<file path="src/rtl/gp_reg_file.sv">
// gp_reg_file: NUM_REGS x DATA_W general-purpose register storage.
// Full/low-half/high-half writes with ack/err pulses, a registered read
// port, and a clear-all sweep that zeroes one entry per cycle.
// Optional build macro: GP_REG_FILE_BYPASS_EN forwards a same-cycle
// accepted write to the read port (lane-merged). Without it, a read in
// the same cycle as a write to that address returns the pre-write value.
//
// state  | meaning
// -------+---------------------------------------------------------------
// IDLE   | writes accepted, reg_clr starts a sweep
// CLEAR  | zeroing entry clr_idx_q each cycle; writes ignored, reads live

module gp_reg_file #(
  parameter int DATA_W   = 32,
  parameter int NUM_REGS = 8,
  parameter int ADDR_W   = 3
) (
  input  logic              clk,
  input  logic              rst_b,
  input  logic [ADDR_W-1:0] wr_addr,
  input  logic [DATA_W-1:0] data_in,
  input  logic [1:0]        hl_sel,
  input  logic              reg_wr,
  output logic              reg_wr_ack,
  output logic              wr_err,
  input  logic              reg_clr,
  output logic              clr_busy,
  input  logic [ADDR_W-1:0] rd_addr,
  input  logic              rd_en,
  output logic [DATA_W-1:0] data_out,
  output logic              rd_valid
);

  localparam int                HALF       = DATA_W / 2;
  // one extra bit so NUM_REGS == 2**ADDR_W still compares correctly
  localparam logic [ADDR_W:0]   NUM_REGS_X = (ADDR_W + 1)'(NUM_REGS);
  localparam logic [ADDR_W-1:0] LAST_IDX   = ADDR_W'(NUM_REGS - 1);

  typedef enum logic {
    ST_IDLE  = 1'b0,
    ST_CLEAR = 1'b1
  } state_t;

  state_t              state_q;
  state_t              state_d;
  logic [ADDR_W-1:0]   clr_idx_q;
  logic [DATA_W-1:0]   mem_q [NUM_REGS];

  logic                is_idle;
  logic                wr_in_range;
  logic                wr_legal;
  logic                wr_accept;
  logic                wr_reject;
  logic [DATA_W-1:0]   wr_old;
  logic [DATA_W-1:0]   wr_word;
  logic [DATA_W-1:0]   rd_word;
  logic [DATA_W-1:0]   rd_fwd;

  function automatic logic [DATA_W-1:0] lane_merge(
    input logic [DATA_W-1:0] old_v,
    input logic [DATA_W-1:0] new_v,
    input logic [1:0]        mode
  );
    logic [DATA_W-1:0] res;
    case (mode)
      2'b00:   res = new_v;
      2'b01:   res = {old_v[DATA_W-1:HALF], new_v[HALF-1:0]};
      2'b10:   res = {new_v[DATA_W-1:HALF], old_v[HALF-1:0]};
      default: res = old_v;
    endcase
    return res;
  endfunction

  // write qualification; writes during a sweep are dropped without err
  always_comb begin
    is_idle     = (state_q == ST_IDLE);
    wr_in_range = ({1'b0, wr_addr} < NUM_REGS_X);
    wr_legal    = wr_in_range && (hl_sel != 2'b11);
    wr_accept   = reg_wr && is_idle && wr_legal;
    wr_reject   = reg_wr && is_idle && !wr_legal;
  end

  // current contents at the write address, merged with the new lanes
  always_comb begin
    wr_old = '0;
    for (int i = 0; i < NUM_REGS; i++) begin
      if (wr_addr == ADDR_W'(i)) begin
        wr_old = mem_q[i];
      end
    end
    wr_word = lane_merge(wr_old, data_in, hl_sel);
  end

  // live read mux; out-of-range addresses fall through to zero
  always_comb begin
    rd_word = '0;
    for (int i = 0; i < NUM_REGS; i++) begin
      if (rd_addr == ADDR_W'(i)) begin
        rd_word = mem_q[i];
      end
    end
  end

  // optional write-to-read forwarding
  always_comb begin
`ifdef GP_REG_FILE_BYPASS_EN
    if (wr_accept && (wr_addr == rd_addr)) begin
      rd_fwd = lane_merge(rd_word, data_in, hl_sel);
    end else begin
      rd_fwd = rd_word;
    end
`else
    rd_fwd = rd_word;
`endif
  end

  // FSM state register
  always_ff @(posedge clk or negedge rst_b) begin
    if (!rst_b) begin
      state_q <= ST_IDLE;
    end else begin
      state_q <= state_d;
    end
  end

  // FSM next state and busy flag
  always_comb begin
    state_d  = state_q;
    clr_busy = 1'b0;
    case (state_q)
      ST_IDLE: begin
        if (reg_clr) begin
          state_d = ST_CLEAR;
        end
      end
      ST_CLEAR: begin
        clr_busy = 1'b1;
        if (clr_idx_q == LAST_IDX) begin
          state_d = ST_IDLE;
        end
      end
      default: state_d = ST_IDLE;
    endcase
  end

  // sweep index: advances only while clearing, wraps to 0 on exit
  always_ff @(posedge clk or negedge rst_b) begin
    if (!rst_b) begin
      clr_idx_q <= '0;
    end else if (state_q == ST_CLEAR) begin
      if (clr_idx_q == LAST_IDX) begin
        clr_idx_q <= '0;
      end else begin
        clr_idx_q <= clr_idx_q + ADDR_W'(1);
      end
    end
  end

  // storage: sweep zeroing, or an accepted write (mutually exclusive by state)
  always_ff @(posedge clk or negedge rst_b) begin
    if (!rst_b) begin
      for (int i = 0; i < NUM_REGS; i++) begin
        mem_q[i] <= '0;
      end
    end else begin
      for (int i = 0; i < NUM_REGS; i++) begin
        if ((state_q == ST_CLEAR) && (clr_idx_q == ADDR_W'(i))) begin
          mem_q[i] <= '0;
        end else if (wr_accept && (wr_addr == ADDR_W'(i))) begin
          mem_q[i] <= wr_word;
        end
      end
    end
  end

  // response pulses and registered read data
  always_ff @(posedge clk or negedge rst_b) begin
    if (!rst_b) begin
      reg_wr_ack <= 1'b0;
      wr_err     <= 1'b0;
      rd_valid   <= 1'b0;
      data_out   <= '0;
    end else begin
      reg_wr_ack <= wr_accept;
      wr_err     <= wr_reject;
      rd_valid   <= rd_en;
      if (rd_en) begin
        data_out <= rd_fwd;
      end
    end
  end

endmodule

</file>
<file path="config.mk">
export PLATFORM = sky130hd
export DESIGN_NAME = gp_reg_file
export DESIGN_NICKNAME = d
export VERILOG_FILES = /design/src/rtl/gp_reg_file.sv
export SDC_FILE = /design/constraint.sdc
export NUM_CORES = 1
export LEC_CHECK = 0
export CORE_AREA = 2 2 234 236
export DETAILED_ROUTE_END_ITERATION = 16
export DIE_AREA = 0 0 236 238
export PLACE_DENSITY = 0.51
export REMOVE_ABC_BUFFERS = 1
export SETUP_SLACK_MARGIN = 0.4
export SLEW_MARGIN = 20
export SYNTH_ARGS = -nofsm -noshare
export SYNTH_HDL_FRONTEND = slang
export SYNTH_SLANG_ARGS = --single-unit
export TNS_END_PERCENT = 10
</file>
<file path="constraint.sdc">
create_clock -name clk -period 1.6 [get_ports clk]
set_clock_uncertainty 0.1 [all_clocks]
set_input_delay 0.32 -clock clk [delete_from_list [all_inputs] [get_ports clk]]
set_output_delay 0.32 -clock clk [all_outputs]
set_load 0.1 [all_outputs]
</file>
# == Word level (Yosys, flattened, before mapping) ==
# Cells that the tools add are included.
# totals
output_inout_bits,36
ff_bits,295
input_bits,45
# classes
reduce_logical,32
addsub,1
bitwise_logic,1
n_mux,38
eq_ne,24
# ops
operator,count
two-way mux 32 bit,32
one-hot mux 32 bit (3 select lines),1
== test 3 bit (second input constant),12
logical AND 1 bit,19
== test 3 x 2 -> 1 bit (second input constant),6
nonzero test 2 bit,8
== test 3 x 1 -> 1 bit (second input constant),3
zero test 3 bit,3
adder 3 x 1 -> 3 bit (second input constant),1
two-way mux 1 bit,3
two-way mux 3 bit,1
== test 2 x 1 -> 1 bit (second input constant),1
== test 2 bit (second input constant),1
zero test 2 bit,1
!= test 2 bit (second input constant),1
one-hot mux 1 bit (2 select lines),1
zero test 1 bit,1
NOT 1 bit,1

# == Logic depth before layout (Yosys ltp) ==
# logic_depth
word_depth,12
ltp_mapped,8
mapped_depth_nobuf,5

# == Worst setup path after synthesis ==
# OpenSTA, ideal clock, no wires.
# synth_path
path_type,register to register
start,register state_q
end,register mem_q[127] in the netlist's numbering
arrival_ns,1.976
required_time_ns,1.363
period_less_slack_ns,2.213
path_stages_with_launch,6
setup_time_ns,0.137
slack_ns,-0.613
cell_sequence,dfrtp_1 > nand2b_4 > a21oi_2 > nand3_1 > clkbuf_1 > o21ai_0
# synth_via
elab_chain_cells,5
# synth_rtl
item,line,text
from (decl),44,state_t state_q;
from (signal assigned),122,state_q <= state_d;
NOT 1 bit,--,
logical AND 1 bit (2 in series),79,wr_accept = reg_wr && is_idle && wr_legal;
named net wr_accept,52,logic wr_accept;
logical AND 1 bit,169,end else if (wr_accept && (wr_addr == ADDR_W'(i))) begin
nonzero test 2 bit (no source line),--,
"to (signal, indexed assignment)",170,mem_q[i] <= wr_word;
to (decl),47,logic [DATA_W-1:0] mem_q [NUM_REGS];
# The timed path passes the listed nets, and every way through them passes these cells.
# A chain may end at the register's enable or synchronous reset.

# == Worst setup path in the final report ==
# layout_path
start,register state_q
end,register mem_q[39] in the netlist's numbering
# The elaborated chain is that of the path after synthesis.

==> flow_summary_export.csv <==
group,metric,value,unit
status,run_status,"complete, but fails checks",
place,placed_cells_incl_taps,2346,
global_routing,maximum_number_of_pins_on_one_net_before_global_route_repair,67,
power,power.share.sequential,35.8,%
setup_path,cp_slowest_cell,"dfrtp_1",
synth,post-synth-top-count-cell,"dfrtp_1",
clock_tree,max-clock-path-buffers,3,
floorplanning,initial_core_util,28.7,%
power,p_leak,9.21,nW
synth,netlist-cell-type-count,45,
route,drt_pre_antenna_iters,5,
final_layout,antennaDiodeCount,0,
synth,postSynthRegisterBits,295,
setup_path,crit_type,"register to register",
clock_tree,ctsRootBufferMaster,"clkbuf_16",
synth,syn_avg_cell_area,10.5,um2
clock_tree,cts_made_buffers,36,
setup_path,timing.critical_path.max_delay_family,"simple AND/OR/NAND/NOR gates",
route,post_drt_wl_per_cell,24.3,um
timing,final.setup.worst_slack,-158,ps
clock_tree,worst_skew_pair.late_latency,560,ps
route,num_vias,13650,
final_layout,layout-area-overhead-vs-synth,43.8,%
setup_path,crit_required,1910,ps
global_routing,leftover_overflow_at_the_end_of_global_routing,0,
final_layout,finish.net_count,1766,
timing,finalSetupViolCount,261,
synth,ys_async_sr_fraction,100,%
global_routing,grt_antenna_before_repair,0,
floorplanning,die_area,56200,um2
synth,number_of_enable_type_register_cells_in_the_synthesized_netlist,0,
route,aggregate_routed_wire_length,59100,um
timing,actual_transition_at_the_worst_max_transition_pin,488,ps
power,ir_drop,0.908,mV
route,route.detailed.drc,0,
synth,synthTopCellsByCount,"295 x dfrtp_1, 279 x o21ai_0, 264 x nand3_1",
setup_path,setup.reg_to_reg.worst_slack,-160,ps
timing,timing.final.crit_share,110,%
synth,yosys.area.top_type,"dfrtp_1",
setup_path,worst-path-max-fanout,17,
setup_path,cp_slowest_stage_delay,390,ps
synth,top_ff_cell_synth,"dfrtp_1",
power,net_switching_component_of_the_power,9.54,mW
setup_path,reg_to_reg_startpoint,"state_q$_DFF_PN0_",
route,wl_met2,27500,um
power,cellPowerDensity,1220,nW/um2
setup_path,worst-path-stages,7,
timing,timing_max_transition_violations_final,0,
place,estimated_wirelength_of_the_detail_placed_design,36200,um
synth,ys_top_cells_by_area,"dfrtp_1 48%, o21ai_0 9.1%, nand3_1 8.6%",
flow_run,cap_viol_max_count,0,
setup_path,worst-path-buf-inv,2,
timing,worst_slew_margin_rel,67.1,%
floorplanning,fp.dieH,238,um
final_layout,final.fill_count,5037,
timing,period_minus_slack,1760,ps
global_routing,all_layer_global_routing_usage,20.5,%
global_routing,grt_first_pass_wirelength,87800,um
setup_path,cp_cell_sequence,"nand2b_4 > a21oi_4 > buf_6 > nand3_4 > buf_12 > nand3_1 > o21ai_0",
setup_path,worst_r2r_path_depth,7,
floorplanning,placementRows,85,
synth,synth_warnings,0,
final_layout,post_route_cells_drive_above_1_share,42.5,%
setup_path,critical_path.startpoint_type,"register",
timing,worst_hold_slack,88.9,ps
power,power.share.clock,30.5,%
floorplanning,number_of_placed_i_o_pins,81,
route,drt_iter0_drc,1155,
setup_path,critPathArrivalTime,2070,ps
place,dp_worst_setup_slack,-688,ps
timing,max_freq,0.569,GHz
route,top_layer,"met4",
status,violated_checks,"setup timing",
timing,grt_setup_unrepaired,"true",
power,comb_power_share,33.7,%
clock_tree,tritoncts,"done",
floorplanning,core_region_area,53500,um2
synth,fraction_of_post_synthesis_cell_area_in_the_top_cell_type_by_area,48.1,%
clock_tree,clk_pin_slew_worst_paths,60,ps
global_routing,vias_in_the_first_global_route,13900,
place,place.gp.congestion,0.821,
power,switching_share,35.4,%
setup_path,worst_r2r_endpoint,"mem_q[39]$_DFFE_PN0P_",
clock_tree,cts.htree.levels,2,
synth,syn-cell-area,15400,um2
final_layout,post_route_non_filler_standard_cell_count,2432,
synth,gate_count_of_the_mapped_netlist,1463,
setup_path,crit_path_end_kind,"register",
route,ant_nets,0,
route,viasPerCell,5.61,
clock_tree,cts.sinks,295,
route,m1WireLength,26300,um
floorplanning,die-width,236,um
power,internal-power,17.4,mW
place,place.port_buffers,80,
timing,timing.final.hold_violations,0,
synth,fraction_of_the_yosys_area_taken_by_sequential_cells,48.1,%
route,detailroute.wirelength.met3,3700,um
min_path,min-delay-path-class,"primary input to asynchronous set/reset pin",
==> registers in the layout, summed over array words and instances, names as in the netlist <==
signal and cells:
rd_valid 1, clr_idx_q 3, mem_q 256, reg_wr_ack 1
data_out 32, state_q 1, wr_err 1
==> through the flow <==
step | utilization, % | power, mW | setup TNS [ps] | instance area [um2]
after global placement | 35.9 | 17.5 | -156470 | 19200
after detailed placement | 35.9 | 17.7 | -157070 | 19200
after floorplan | - | 13.3 | -335850 | 14700
final | 41.3 | 26.9 | -20440 | 22100
after CTS | 39.1 | 26.3 | -21120 | 20900
after global routing | 41.3 | 28.1 | -35290 | 22100
==> power groups by stage <==
stage               combinational [mW]  sequential [mW]  clock (mW)
finish                            9.07             9.64        8.21
global route                      9.64             9.80        8.66
CTS                               8.40             9.55        8.36
detailed placement                8.04             9.64           0
global placement                  7.95             9.59           0
floorplan                         2.84             10.4           0
==> how the worst max path moves through the flow <==
| stage | start | endpoint | slack, ps |
|---|---|---|---|
| floorplan | state_q$_DFF_PN0_ | mem_q[133]$_DFFE_PN0P_ | -1540 |
| global placement | wr_addr[0] | mem_q[102]$_DFFE_PN0P_ | -680 |
| detailed placement | wr_addr[0] | mem_q[60]$_DFFE_PN0P_ | -690 |
| CTS | state_q$_DFF_PN0_ | mem_q[4]$_DFFE_PN0P_ | -140 |
| global route | state_q$_DFF_PN0_ | mem_q[63]$_DFFE_PN0P_ | -210 |
| finish | state_q$_DFF_PN0_ | mem_q[39]$_DFFE_PN0P_ | -160 |
==> cell type report <==
cell class	count	area, um2	share of cell area (%)
multi-input cells	1009	8290	37.5
flip-flops and latches	295	7390	33.5
repair buffers	355	4320	19.6
clock buffers	51	1020	4.61
well taps	696	871	3.94
clock inverters	8	125	0.567
inverters	18	67.6	0.306
==> cells by family after synthesis <==
| group | Yosys count | synth area share, % |
|---|---|---|
| adders and majority gates | 6 | 0.489 |
| muxes | 155 | 15.5 |
| and+or+nand+nor | 344 | 11.2 |
| AOI/OAI and AO/OA | 504 | 20.1 |
| buffers and inverters | 159 | 4.63 |
| DFF | 295 | 48.1 |
==> placed cells by master (no fill, tap or decap), drive strengths merged, types with 2 or more instances in the layout <==
| master | instances |
|---|---|
| mux4 | 59 |
| dfrtp | 295 |
| mux2 | 62 |
| o211ai | 3 |
| a32oi | 8 |
| a22oi | 2 |
| nand2b | 4 |
| ha | 6 |
| bufinv | 3 |
| o22a | 26 |
| nor2b | 8 |
| nand3 | 266 |
| o221ai | 28 |
| clkbuf | 57 |
| nor2 | 8 |
| clkdlybuf4s50 | 36 |
| clkinv | 2 |
| nand2 | 48 |
| inv | 20 |
| nand4 | 2 |
| or3 | 4 |
| mux2i | 34 |
| a21oi | 90 |
| o21ai | 302 |
| o21bai | 4 |
| o22ai | 34 |
| buf | 311 |
==> layer usage <==
layer / vias to the layer above / global-route usage (%)
li1: 6059 / -
met5: - / 0
met1: 6981 / 28.4
met2: 509 / 32.9
met4: 0 / 5.93
met3: 101 / 3.44
==> repair_timing <==
action                                 in CTS  in global routing
cloned                                      4                  7
endpoints found under the hold margin     295                  0
hold buffers                                1                  0
resized for setup                         122                337
setup endpoints to repair                 327                328
setup buffers                              12                  3
pin swaps                                  69                136
(Power assumes the default switching activity.)
==> patch 1: new RTL, config.mk and constraints unchanged <==
Add a define of `GP_REG_FILE_BYPASS_EN`.
--- a/src/rtl/gp_reg_file.sv
+++ b/src/rtl/gp_reg_file.sv
@@ -9,6 +9,8 @@
 // -------+---------------------------------------------------------------
 // IDLE   | writes accepted, reg_clr starts a sweep
 // CLEAR  | zeroing entry clr_idx_q each cycle; writes ignored, reads live
+
+`define GP_REG_FILE_BYPASS_EN
 
 module gp_reg_file #(
   parameter int DATA_W   = 32,
Formal check against the unedited RTL: not equivalent (a bounded check fails within 4 cycles, from zero or initial values and one cycle with rst_b low).
==> patch 1 against the unedited design <==
- largest power group is now combinational cells
- non-clock buffer count increased by 61
- largest cell class unchanged
- total power increased by 7.2%
- combinational power increased by 17%
- setup slack got worse by 0.13 ns
- the flow still finishes with violations (setup timing)
- synthesized area increased by 6.7%
- critical endpoint is now mem_q[125]$_DFFE_PN0P_
- highest routed layer unchanged
- cell area increased by 4.6%
- routed wire length increased by 14%
- synthesized cell count increased by 5.6%
- sequential cell count unchanged
- first-iteration DRC count increased by 38%
==> patch 1: results (changes against the unedited design) <==
- Status: finished, violations left
- Violated checks: setup timing
- Layout cells sized above 1: 37.6% (-4.8 points)
- Final setup fails: 295 (+13%)
- Post-Synth Adder-Cell Area: 0.458% (-0.031 points)
- DR WL met2: 31200 um (+14%)
- Critical path peak fanout: 9 (-8)
- Leakage: 0.0103 uW (+11%)
- R2R Path End: mem_q[125]$_DFFE_PN0P_
- Synth unique cells: 60 (+33%)
- GR Util met3: 4.22% (+0.79 points)
- Gr usage total: 23.8% (+3.4 points)
- Sw Ratio: 36.5% (+1.1 points)
- Largest cells by area after synthesis: dfrtp_1, mux4_2, a22o_1, a22oi_1, nand2_1
- Pin count of the biggest net entering global routing: 45 (-33%)
- Xor/xnor cell area share of the yosys netlist: 0.214% (+0.21 points)
- Number of global-route vias before repair: 15700 (+13%)
- Slack of the critical path: -0.287 ns (-0.129 ns)
- Comb power frac: 36.6% (+2.9 points)
- Register area share after synthesis: 45.1% (-3.0 points)
- GPL Wtd Cong: 0.864 (+5.4%)
- HPWL Detailed: 45100 um (+25%)
- Async SR Flop Fraction: 100% (unchanged)
- Synthesized area per cell: 10.6 um2 (+1.0%)
- Met3 routed WL: 4870 um (+32%)
- Nets: 1894 (+7.2%)
- Pre-CTS WS: -0.765 ns (-0.0776 ns)
- Grt met1 use: 31.7% (+3.3 points)
- Clock net power: 8270 uW (+0.7%)
- Total Wirelength: 67200 um (+14%)
- Synth Area in Compound Gates: 25.3% (+5.2 points)
- Slew HR: 37.6% (-30 points)
- CP arrival: 2.27 ns (+0.20 ns)
- Fillers: 5005 (-0.64%)
- DR iter-0 viols: 1596 (+38%)
- Most instantiated cells after synthesis: dfrtp_1, nand2_1, a22o_1
- Post-Route M1 WL: 28200 um (+7.3%)
- DR vias/cell: 5.91 (+5.3%)
- Proportion of synthesized area in mux cells: 14.6% (-0.94 points)
- First-pass GRT wire length: 101000 um (+15%)
-- patch 1: stage by stage --
stage / total power (uW) / hold slack (ns) / TNS (ns) / cells / area, um2
final: 28900 / 0.191 / -50.37 / 2565 / 23100
after CTS: 28800 / 0.200 / -51.35 / 2559 / 22800
after global placement: 19600 / 0.176 / -175.32 / 2484 / 20900
after detailed placement: 19700 / 0.175 / -177.94 / 2484 / 20900
after global routing: 30000 / 0.220 / -69.81 / 2565 / 23100
after floorplan: 14300 / -0.0756 / -550.98 / 1389 / 15600
-- patch 1: worst max-delay path by stage --
stage	start	to	slack (ns)
after floorplan	state_q$_DFF_PN0_	mem_q[126]$_DFFE_PN0P_	-2.15
after CTS	state_q$_DFF_PN0_	mem_q[229]$_DFFE_PN0P_	-0.31
after global placement	reg_wr	mem_q[128]$_DFFE_PN0P_	-0.72
after global routing	state_q$_DFF_PN0_	mem_q[250]$_DFFE_PN0P_	-0.37
final	state_q$_DFF_PN0_	mem_q[125]$_DFFE_PN0P_	-0.29
after detailed placement	reg_wr	mem_q[123]$_DFFE_PN0P_	-0.77
-- patch 1: repair_timing --
item,in CTS,in global routing
endpoints found under the hold margin,290,0
gates cloned,1,3
gates resized for setup,145,66
hold buffers,1,0
setup endpoints to repair,329,330
pin swaps,89,44
setup buffers,9,3
-- patch 1: critical path, cell delays in order, from the launching register on --
cell,delay (ns)
dfrtp_2,0.44
nand2b_4,0.18
buf_6,0.15
nor4_4,0.33
buf_6,0.23
buf_8,0.17
a22oi_1,0.09
nand2_1,0.12
-- patch 1: area by class of cell --
type,count,share of cell area (%)
Clock inverter,11,0.412
Sequential cell,295,32.0
Inverter,19,0.309
Multi-Input combinational cell,1075,38.9
Tap cell,696,3.77
Clock buffer,53,4.61
Timing Repair Buffer,416,19.9
==> patch 2: new RTL, config.mk and constraints unchanged <==
Without the edit above. The output `wr_err` loses its register stage (`wr_err` becomes a continuous assignment).
--- a/src/rtl/gp_reg_file.sv
+++ b/src/rtl/gp_reg_file.sv
@@ -177,12 +177,10 @@
   always_ff @(posedge clk or negedge rst_b) begin
     if (!rst_b) begin
       reg_wr_ack <= 1'b0;
-      wr_err     <= 1'b0;
       rd_valid   <= 1'b0;
       data_out   <= '0;
     end else begin
       reg_wr_ack <= wr_accept;
-      wr_err     <= wr_reject;
       rd_valid   <= rd_en;
       if (rd_en) begin
         data_out <= rd_fwd;
@@ -190,5 +188,7 @@
     end
   end
 
+  assign wr_err = wr_reject;
+
 endmodule
 
Check against the original RTL: not equivalent (a bounded check fails within 4 cycles, from zero or initial values and one cycle with rst_b low).
==> patch 2 against the unedited design <==
- the run still ends with setup timing left
- routed wire length increased by 3.6%
- sequential cell count decreased by 1
- cell count increased by 1.9%
- synthesized area decreased by 0.16%
- worst hold slack improved by 0.018 ns
- cell area increased by 2.1%
- combinational power increased by 3.5%
- count of clock-buffer cells in the layout increased by 3
- setup slack got worse by 0.17 ns
- critical path type is now reg -> out
- total power increased by 1.5%
==> patch 2: results (changes against the unedited design) <==
- Vias: 14100 (+3.0%)
- Pin count of the biggest net entering global routing: 55 (-18%)
- Leakage: 0.00953 uW (+3.5%)
- Slew @ Worst Pin: 0.407 ns (-0.0809 ns)
- Slack of the critical path: -0.328 ns (-0.170 ns)
- Final setup fails: 263 (+0.77%)
- First-pass GRT wire length: 90400 um (+2.9%)
- Violated checks: setup timing
- FF-to-FF setup slack: -0.27 ns (-0.11 ns)
- Largest cells by area after synthesis: dfrtp_1, o21ai_0, nand3_1, mux4_2, mux2_2
- Nets: 1804 (+2.2%)
- Max VDD drop: 827 uV (-8.9%)
- GR Util met3: 3.81% (+0.37 points)
- GPL Wtd Cong: 0.829 (+0.99%)
- Placed inst area: 0.0195 mm2 (+1.4%)
- First-pass detailed-route iteration total: 5 (unchanged)
- Proportion of synthesized area in mux cells: 15.5% (+0.025 points)
- Worst setup path end: wr_err
- Most instantiated cells after synthesis: dfrtp_1, o21ai_0, nand3_1
- Grt met1 use: 30.6% (+2.2 points)
- Register area share after synthesis: 48.0% (-0.085 points)
- Worst reg-to-reg path cell count: 9 (+2)
- Synth Area in Compound Gates: 20.1% (+0.033 points)
- HPWL Detailed: 37200 um (+2.8%)
- Initial antenna violation count: 0 (unchanged)
- Status: finished, violations left
- CP arrival: 1.51 ns (-0.56 ns)
- Gr usage total: 21.3% (+0.81 points)
- Synth unique cells: 45 (unchanged)
- M2 GR Usage: 32.7% (-0.23 points)
- Xor/xnor cell area share of the yosys netlist: 0% (unchanged)
- Worst path max stage delay: 0.38 ns
- Layout cells sized above 1: 43.3% (+0.89 points)
- DR iter-0 viols: 1324 (+15%)
- Class of the tightest hold or removal check: in -> reg
- Biggest registers after layout: mem_q (256), data_out (32), clr_idx_q (3)
- Setup crit start kind: register
- H-Tree Depth: 2 (unchanged)
- R2R Path End: mem_q[224]$_DFFE_PN0P_
- Total Wirelength: 61200 um (+3.6%)
- Post-Synth Adder-Cell Area: 0.490% (+0.00080 points)
- Critical path peak fanout: 2 (-15)
- Pre-CTS WS: -0.627 ns (+0.0606 ns)
-- patch 2: cells by family (layout without fill, tap and decap cells) --
logic type / Yosys count / after routing
flops: 294 / 294
compound gates: 504 / 504
fa+ha+maj: 6 / 6
mux: 155 / 155
simple gates: 344 / 344
buf+inv: 159 / 478
-- patch 2: final cells by class --
type | instances | area (um2)
inverter | 18 | 67.6
sequential | 294 | 7370
fill | 5035 | 30900
timing repair buffer | 394 | 4770
multi-input combinational | 1009 | 8280
tap | 696 | 871
clock buffer | 54 | 1100
clock inverter | 12 | 95.1
-- patch 2: how the worst min path moves through the flow --
stage	from	endpoint
2_1_floorplan	rst_b	clr_idx_q[0]$_DFFE_PN0P_
3_3_place_gp	rst_b	mem_q[137]$_DFFE_PN0P_
3_5_place_dp	rst_b	mem_q[137]$_DFFE_PN0P_
4_1_cts	rd_en	rd_valid$_DFF_PN0_
5_1_grt	rd_en	rd_valid$_DFF_PN0_
6_report	rd_en	rd_valid$_DFF_PN0_
-- patch 2: critical path: cells and delay by family (launching register included) --
kind / cells / cell delay (ns)
AND/OR/NAND/NOR: 2 / 0.28
buffers and inverters: 2 / 0.29
flip-flops: 1 / 0.38
-- patch 2: timing repair --
action	CTS	global route
setup endpoints to repair	327	327
hold buffers	1	0
resized for setup	157	307
buffers inserted	13	1
endpoints found under the hold margin	192	0
pin swaps	45	127
cloned	9	5
-- patch 2: metrics by stage --
stage	TNS (ns)	hold slack [ns]	cells	utilization, %	power [uW]
after floorplan	-337.03	-0.0756	1321	-	13300
after global placement	-142.03	0.116	2382	36.4	17700
after detailed placement	-144.24	0.110	2382	36.4	17900
after CTS	-39.61	0.0856	2471	40.2	26700
after global routing	-57.28	0.106	2477	42.2	28500
final	-41.07	0.107	2477	42.2	27300
-- patch 2: layer usage --
layer	routed length [um]	share of wire, %
met1	27400	45
met2	27800	45
met3	4450	7.3
met4	1580	2.6
met5	0	0
-- patch 2: where the power goes --
group	internal, uW	switching [uW]	total (uW)
Sequential	8620	992	9610
Combinational	4020	5370	9390
Clock	4920	3400	8320
Total	17600	9760	27300
